`config.mk`:
```
export PLATFORM = sky130hd
export DESIGN_NAME = piso_shift_tx_flat
export DESIGN_NICKNAME = d
export VERILOG_FILES = /design/src/rtl/piso_shift_tx_pkg.sv /design/src/rtl/piso_shift_tx_if.sv /design/src/rtl/piso_shift_tx.sv /design/src/flat_wrapper.sv
export SDC_FILE = /design/constraint.sdc
export NUM_CORES = 1
export LEC_CHECK = 0
export BUFFER_PORTS_ARGS = -buffer_cell sky130_fd_sc_hd__buf_2
export CAP_MARGIN = 10
export CORE_MARGIN = 3
export CORE_UTILIZATION = 27
export DETAILED_ROUTE_END_ITERATION = 10
export PLACE_DENSITY = 0.44
export SETUP_SLACK_MARGIN = 0.02
export SYNTH_ARGS = -nofsm -noshare
export SYNTH_HDL_FRONTEND = slang
export SYNTH_SLANG_ARGS = --single-unit
```
`constraint.sdc`:
```
create_clock -name clock -period 3.6 [get_ports clock]
set_input_delay 0.54 -clock clock [delete_from_list [all_inputs] [get_ports clock]]
set_output_delay 0.54 -clock clock [all_outputs]
set_load 0.005 [all_outputs]
```
`src/rtl/piso_shift_tx_pkg.sv`:
```
// ---------------------------------------------------------------------------
// piso_shift_tx_pkg
//   Shared definitions for the parallel-in/serial-out transmitter and its
//   SIPO receiver partner, so both ends agree on word length and state codes.
//   Contents:
//     DEFAULT_WIDTH : default word length in bits (8)
//     state_t       : transmitter FSM state (ST_IDLE / ST_SHIFT)
// ---------------------------------------------------------------------------
package piso_shift_tx_pkg;

    localparam int DEFAULT_WIDTH = 8;

    typedef enum logic {
        ST_IDLE  = 1'b0,
        ST_SHIFT = 1'b1
    } state_t;

endpackage

```
`src/rtl/piso_shift_tx_if.sv`:
```
// ---------------------------------------------------------------------------
// piso_shift_tx_if
//   Bundle of the load handshake, bit-rate enable, abort and serial outputs
//   of the PISO transmitter.
//
//   Handshake: a word moves from source to transmitter only on a rising clock
//   edge where load_valid and load_ready are both high. load_ready does not
//   depend on load_valid. so is consumed on every cycle where so_valid is high
//   (busy & shift_en); there is no back-pressure on the serial side.
//
//   Signals:
//     load_data  [WIDTH] source -> tx  parallel word
//     load_valid         source -> tx  load_data is offered
//     load_ready         tx -> source  transmitter can take a word
//     shift_en           source -> tx  bit-rate enable
//     abort              source -> tx  synchronous flush to idle
//     so                 tx -> link    serial data
//     so_valid           tx -> link    so is consumed this cycle
//     busy               tx -> source  a word is in flight
//     done               tx -> source  one-cycle end-of-word pulse
//   Modports: master (data source / link side), slave (transmitter).
// ---------------------------------------------------------------------------
interface piso_shift_tx_if
    import piso_shift_tx_pkg::*;
#(
    parameter int WIDTH = DEFAULT_WIDTH
);
    logic [WIDTH-1:0] load_data;
    logic             load_valid;
    logic             load_ready;
    logic             shift_en;
    logic             abort;
    logic             so;
    logic             so_valid;
    logic             busy;
    logic             done;

    modport master (
        output load_data, load_valid, shift_en, abort,
        input  load_ready, so, so_valid, busy, done
    );

    modport slave (
        input  load_data, load_valid, shift_en, abort,
        output load_ready, so, so_valid, busy, done
    );
endinterface

```
`src/rtl/piso_shift_tx.sv`:
```
// ---------------------------------------------------------------------------
// piso_shift_tx
//   Parallel-in, serial-out shift transmitter. Takes a WIDTH-bit word through
//   the load handshake and shifts it out one bit per enabled clock, MSB or
//   LSB first. Reports busy while shifting and pulses done once per finished
//   word.
//   Ports:
//     clock     : system clock, rising edge
//     reset     : asynchronous, active-low
//     bus       : piso_shift_tx_if.slave (handshake, enable, serial outputs)
//     dbg_state : current FSM state for observation
// ---------------------------------------------------------------------------
module piso_shift_tx
    import piso_shift_tx_pkg::*;
#(
    parameter int WIDTH     = DEFAULT_WIDTH,
    parameter bit MSB_FIRST = 1'b1
) (
    input  logic           clock,
    input  logic           reset,
    piso_shift_tx_if.slave bus,
    output state_t         dbg_state
);

    localparam int            CW       = (WIDTH > 1) ? $clog2(WIDTH) : 1;
    localparam logic [CW-1:0] LAST_BIT = CW'(WIDTH - 1);

    state_t           state, state_n;
    logic [WIDTH-1:0] shreg, shreg_n;
    logic [CW-1:0]    bit_cnt, bit_cnt_n;
    logic             done_r, done_n;
    logic             busy;

    always_ff @(posedge clock or negedge reset) begin
        if (!reset) begin
            state   <= ST_IDLE;
            shreg   <= '0;
            bit_cnt <= '0;
            done_r  <= 1'b0;
        end else begin
            state   <= state_n;
            shreg   <= shreg_n;
            bit_cnt <= bit_cnt_n;
            done_r  <= done_n;
        end
    end

    always_comb begin
        state_n   = state;
        shreg_n   = shreg;
        bit_cnt_n = bit_cnt;
        done_n    = 1'b0;     // done_r is a pulse: cleared unless set below

        if (bus.abort) begin
            // Flush wins over everything, including a pending load or the
            // final shift edge, so no done pulse is produced.
            state_n   = ST_IDLE;
            shreg_n   = '0;
            bit_cnt_n = '0;
        end else begin
            case (state)
                ST_IDLE: begin
                    if (bus.load_valid) begin
                        state_n   = ST_SHIFT;
                        shreg_n   = bus.load_data;
                        bit_cnt_n = '0;
                    end
                end
                ST_SHIFT: begin
                    if (bus.shift_en) begin
                        // The outgoing bit always sits at one end of shreg;
                        // the vacated position fills with zero.
                        shreg_n = MSB_FIRST ? (shreg << 1) : (shreg >> 1);
                        if (bit_cnt == LAST_BIT) begin
                            state_n   = ST_IDLE;
                            bit_cnt_n = '0;
                            done_n    = 1'b1;
                        end else begin
                            bit_cnt_n = bit_cnt + 1'b1;
                        end
                    end
                end
                default: begin
                    state_n = ST_IDLE;
                end
            endcase
        end
    end

    // All outputs decode from registers (plus shift_en for so_valid), so an
    // asynchronous reset clears them without waiting for a clock edge.
    assign busy           = (state == ST_SHIFT);
    assign bus.busy       = busy;
    assign bus.load_ready = (state == ST_IDLE);
    assign bus.so         = busy ? (MSB_FIRST ? shreg[WIDTH-1] : shreg[0]) : 1'b0;
    assign bus.so_valid   = busy & bus.shift_en;
    assign bus.done       = done_r;
    assign dbg_state      = state;

endmodule

```
`src/flat_wrapper.sv`:
```
// flat-port wrapper written by rule: the top's interface ports become plain ports
module piso_shift_tx_flat import piso_shift_tx_pkg::*;
#(
    parameter int WIDTH     = DEFAULT_WIDTH,
    parameter bit MSB_FIRST = 1'b1
)
  (clock, reset, dbg_state, bus_load_data, bus_load_valid, bus_shift_en, bus_abort, bus_load_ready, bus_so, bus_so_valid, bus_busy, bus_done);
  piso_shift_tx_if #(.WIDTH(WIDTH)) bus_i ();
  input  logic clock;
  input  logic reset;
  output state_t dbg_state;
  input wire logic [$bits(bus_i.load_data)-1:0] bus_load_data;
  input wire logic [$bits(bus_i.load_valid)-1:0] bus_load_valid;
  input wire logic [$bits(bus_i.shift_en)-1:0] bus_shift_en;
  input wire logic [$bits(bus_i.abort)-1:0] bus_abort;
  output wire logic [$bits(bus_i.load_ready)-1:0] bus_load_ready;
  output wire logic [$bits(bus_i.so)-1:0] bus_so;
  output wire logic [$bits(bus_i.so_valid)-1:0] bus_so_valid;
  output wire logic [$bits(bus_i.busy)-1:0] bus_busy;
  output wire logic [$bits(bus_i.done)-1:0] bus_done;
  assign bus_i.load_data = bus_load_data;
  assign bus_i.load_valid = bus_load_valid;
  assign bus_i.shift_en = bus_shift_en;
  assign bus_i.abort = bus_abort;
  assign bus_load_ready = bus_i.load_ready;
  assign bus_so = bus_i.so;
  assign bus_so_valid = bus_i.so_valid;
  assign bus_busy = bus_i.busy;
  assign bus_done = bus_i.done;
  piso_shift_tx #(.WIDTH(WIDTH), .MSB_FIRST(MSB_FIRST)) u_core (.clock(clock), .reset(reset), .bus(bus_i), .dbg_state(dbg_state));
endmodule
```
* Yosys cells after proc, flatten, opt, wreduce, memory -nomap -nowiden
Index checks and enable logic that the tools add are counted.
** Storage, ports and cells
- Output and inout bits :: 6
- Bits in registers :: 13
- Input bits :: 13
- Word-level logic and storage cells :: 30
** Cells by class
- $add $sub $neg :: 1
- Reduce and logical (&&, ||, !) cells :: 1
- Bitwise logic cells :: 2
- Mux-type cells :: 19
- Equality and inequality tests :: 3
** Operators by type and width (number)
- $mux 8 :: 3
- $pmux 8 s2 :: 1
- $mux 3 :: 4
- $mux 1 :: 9
- $ne 3x3->1 const B :: 2
- $pmux 3 s2 :: 1
- $add 3x1->3 const B :: 1
- $eq 3x3->1 const B :: 1
- $pmux 1 s2 :: 1
- $reduce_and 2->1 :: 1
- $and 1x1->1 :: 1
- $not 1->1 :: 1

* Depth between registers and ports, before layout
- Depth after elaboration :: 5
- Depth in mapped cells :: 5
- Depth with buffers taken out :: 5

* Least setup slack after synthesis
Ideal clock, no wire load.
- Path kind :: input port to output port
- Start :: in bus_shift_en
- End :: out bus_so_valid
- Setup slack :: 2.354 ns
- Stages :: 2
- Arrival :: 0.706 ns
- Required time :: 3.060 ns
- Buffers on the path :: 0
- Cells stage by stage :: nand2_2 > inv_2
** Between the ends
- Longest elaborated chain between the ends :: 1
** Ends and longest elaborated chain
- start: declaration :: RTL line flat_wrapper.sv:14 : input wire logic [$bits(bus_i.shift_en)-1:0] bus_shift_en;
- $and 1x1->1 :: RTL line piso_shift_tx.sv:96 : assign bus.so_valid = busy & bus.shift_en;
- end: declaration :: RTL line flat_wrapper.sv:18 : output wire logic [$bits(bus_i.so_valid)-1:0] bus_so_valid;
Every way passes these cells.

* Final worst setup path
- Start :: reg u_core.state, in the netlist u_core.bus.busy
- End :: out bus_so_valid
** Between the ends
- Longest elaborated chain between the ends :: 1
** Ends and longest elaborated chain
- start: declaration :: RTL line piso_shift_tx.sv:28 : state_t state, state_n;
- start signal: assignment :: RTL line piso_shift_tx.sv:41 : state <= state_n;
- $and 1x1->1 :: RTL line piso_shift_tx.sv:96
Every way passes these cells.

==> results.yml <==
placed_design:
  post_dp_cell_area_um2: 759
  hpwl_um: 1060
  post-place-cells: 107
  port_buffers: 18
  gp_congestion: 0.691
clock_network:
  cts_buffers: 3
  h-tree-depth: 1
  cts_resized: 0
  clkLatencyLatePin_ns: 0.28
  root_buffer: "clkbuf_4"
  cts_setup_buffers: 0
  cts_tree: "built"
  cts-hold-fix-buffers: 0
  clk_pin_slew_worst_paths_ns: 0.09
  cts_num_sinks: 13
  clockBufferDepth: 2
worst_setup_path:
  cpPeakStageDelay_ns: 0.60
  critPathTopFamily: "flip-flops"
  end_kind: "primary output"
  path_max_fanout: 11
  critical_path_class: "register to primary output"
  cp-start-kind: "register"
  arrival_ns: 1.33
  cp.required_ns: 3.06
  crit_chain: "nand2_2 > inv_2 > buf_2"
  cp_num_buf_inv: 2
  slowest_stage: "dfrtp_1"
route:
  drt_first_pass_iters: 3
  wirelength_um: 1400
  dr_total_vias: 532
  ant_nets: 0
  post_drt_wl_per_cell_um: 12.6
  route.detailed.drc: 0
  viasPerCell: 4.79
  drt_iter0_markers: 6
pwr:
  power-per-cell-area_mw_per_mm2: 375
  p_int_mw: 0.214
  ir_worst_vdd_v: 0.000188
  switching_share_pct: 27.6
  p_leak_nw: 0.385
  fin_total_pwr_mw: 0.295
  pwr-share-clk_pct: 31.0
  power_frac_comb_pct: 14.2
  p_switching_mw: 0.0815
  seq_power_share_pct: 54.8
global_routing:
  met2_usage_pct: 16.6
  grt_max_degree: 14
  grt_pass1_wl_um: 2460
  grtUsageTotal_pct: 10.3
  grt_overflow: 0
  grt_pass1_vias: 526
  antenna_found_initial: 0
  met3_usage_pct: 4.64
  grt_use_met1_pct: 12.8
  grt.busiest_layer: "met2"
cells_and_area:
  num_antenna_cells: 0
  final_layout_size_suffix_gt1_share_pct: 30.1
  final_area_um2: 787
  instances_no_fill: 111
  nets: 100
  syn2layout_area_growth_pct: 17.8
  fillers: 236
sta:
  worst_pin_slew_ns: 0.563
  worst_clock_skew_ns: 0.00385
  grt_setup_unrepaired: "no"
  maxSlewViolCount: 0
  relSlewSlack_pct: 62.4
  finalHoldViolations: 0
  min_period_over_period_pct: 52.0
  fmax_mhz: 535
  finalSetupTns_ns: 0
  setup_viol: 0
  finalCriticalPeriod_ns: 1.87
logic_synthesis:
  syn_nets: 81
  synth_mux_area_share_pct: 6.55
  synth_compound_area_share_pct: 18.4
  avgSynthCellArea_um2: 10.3
  ys_ff_latch: 13
  synth_seq_area_share_pct: 48.7
  synth_top_family_by_area: "compound AO/OA/AOI/OAI gates"
  synth.distinct_cells: 20
  synthAdderAreaFrac_pct: 5.62
  synth.area.top_cells: "dfrtp_1 (49%), a22oi_1 (9.0%), a21oi_1 (8.2%)"
  ys_warn_count: 0
  synth_xor_area_share_pct: 0
  synth_top_cell_area_share_pct: 48.7
  yosysTopAreaCell: "dfrtp_1"
  syn_area_um2: 668
  synth_cells: 65
  synthSimpleGateAreaFrac_pct: 14.0
die:
  start_util_pct: 29.4
  chipHeight_um: 55.7
  boundaryPins: 19
  die_area_mm2: 0.00311
  core_region_area_mm2: 0.00228
  rows: 17
  fp.dieW_um: 55.7
run:
  cap_violations: 0
min_path:
  hp-class: "input port to asynchronous set/reset pin"
status:
  run_status: "finished clean"
[final timing paths]
| check | start | end | slack (ns) | depth (start not counted) |
|---|---|---|---|---|
| max | u_core.bus.busy | bus_so_valid | 1.73 | 3 |
| min | reset | u_core.bit_cnt[1] | 0.13 | 1 |
| max reg2reg | u_core.bus.busy | u_core.bit_cnt[1] | 2.16 | 3 |
| min reg2reg | u_core.shreg[7] | u_core.shreg[7] | 0.52 | 2 |
| max in group asynchronous | reset | u_core.shreg[1] | 3.24 | 1 |
| min in group clock | u_core.shreg[7] | u_core.shreg[7] | 0.52 | 2 |
[per-layer routing]
layer	part of all wire, %	wire length (um)
met1	44	620
met2	47	660
met3	7.7	107
met4	0.64	9
met5	0	0
[synthesized netlist by cell type]
cell	n
inv_1	2
a22oi_1	8
nor3b_1	1
a211oi_1	1
mux2i_4	1
nand2_2	1
buf_6	2
nand3b_1	3
nor2b_1	1
and2_1	1
ha_1	3
a21oi_1	11
clkbuf_1	1
nor2_1	3
inv_2	1
dfrtp_1	13
nand2_1	9
buf_4	1
mux2_1	1
mux2i_1	1
[cell families after synthesis]
group | after synthesis
adder cells (fa/ha/maj) | 3
buffers and inverters | 7
flip-flops | 13
AO/OA/AOI/OAI | 20
AND/OR/NAND/NOR | 19
multiplexers | 3
[metrics by stage]
| step | util (%) | setup slack [ns] | hold slack (ns) |
|---|---|---|---|
| floorplan | - | 2.35 | 0.244 |
| global placement | 33.4 | 1.96 | 0.452 |
| detailed placement | 33.4 | 1.94 | 0.454 |
| CTS | 34.6 | 1.69 | 0.139 |
| global route | 34.6 | 1.61 | 0.132 |
| finish | 34.6 | 1.73 | 0.134 |
[layout make-up]
type	count	area, um^2	area share, %
clock inverter	1	5.00	0.636
sequential	13	325	41.3
timing repair buffer	18	90.1	11.4
tap	28	35.0	4.45
multi-input combinational	45	298	37.8
inverter	3	11.3	1.43
clock buffer	3	22.5	2.86
[registers in the layout, summed over array words and instances (netlist names)]
signal	cells
u_core.bus.done	1
u_core.shreg	8
u_core.bus.busy	1
u_core.bit_cnt	3
[power by group through the flow]
stage               logic, mW  registers [mW]  clock network, mW
CTS                    0.0434           0.162             0.0990
floorplan              0.0307           0.161                  0
finish                 0.0420           0.162             0.0915
global placement       0.0433           0.165                  0
detailed placement     0.0434           0.165                  0
global route           0.0484           0.163              0.107
[placed cells by master, fill, tap and decap left out]
master,synthesis,routed
a21oi_1,11,11
nand3b_1,3,3
nand2_1,9,9
nor2b_1,1,1
nor2_1,3,3
mux2i_4,1,1
inv_2,1,1
clkinv_2,0,1
clkbuf_4,0,3
ha_1,3,3
mux2i_1,1,1
nand2_2,1,1
dfrtp_1,13,13
nor3b_1,1,1
buf_2,0,18
mux2_1,1,1
a22oi_1,8,8
a211oi_1,1,1
and2_1,1,1
inv_1,2,2
(Power assumes the default switching activity.)
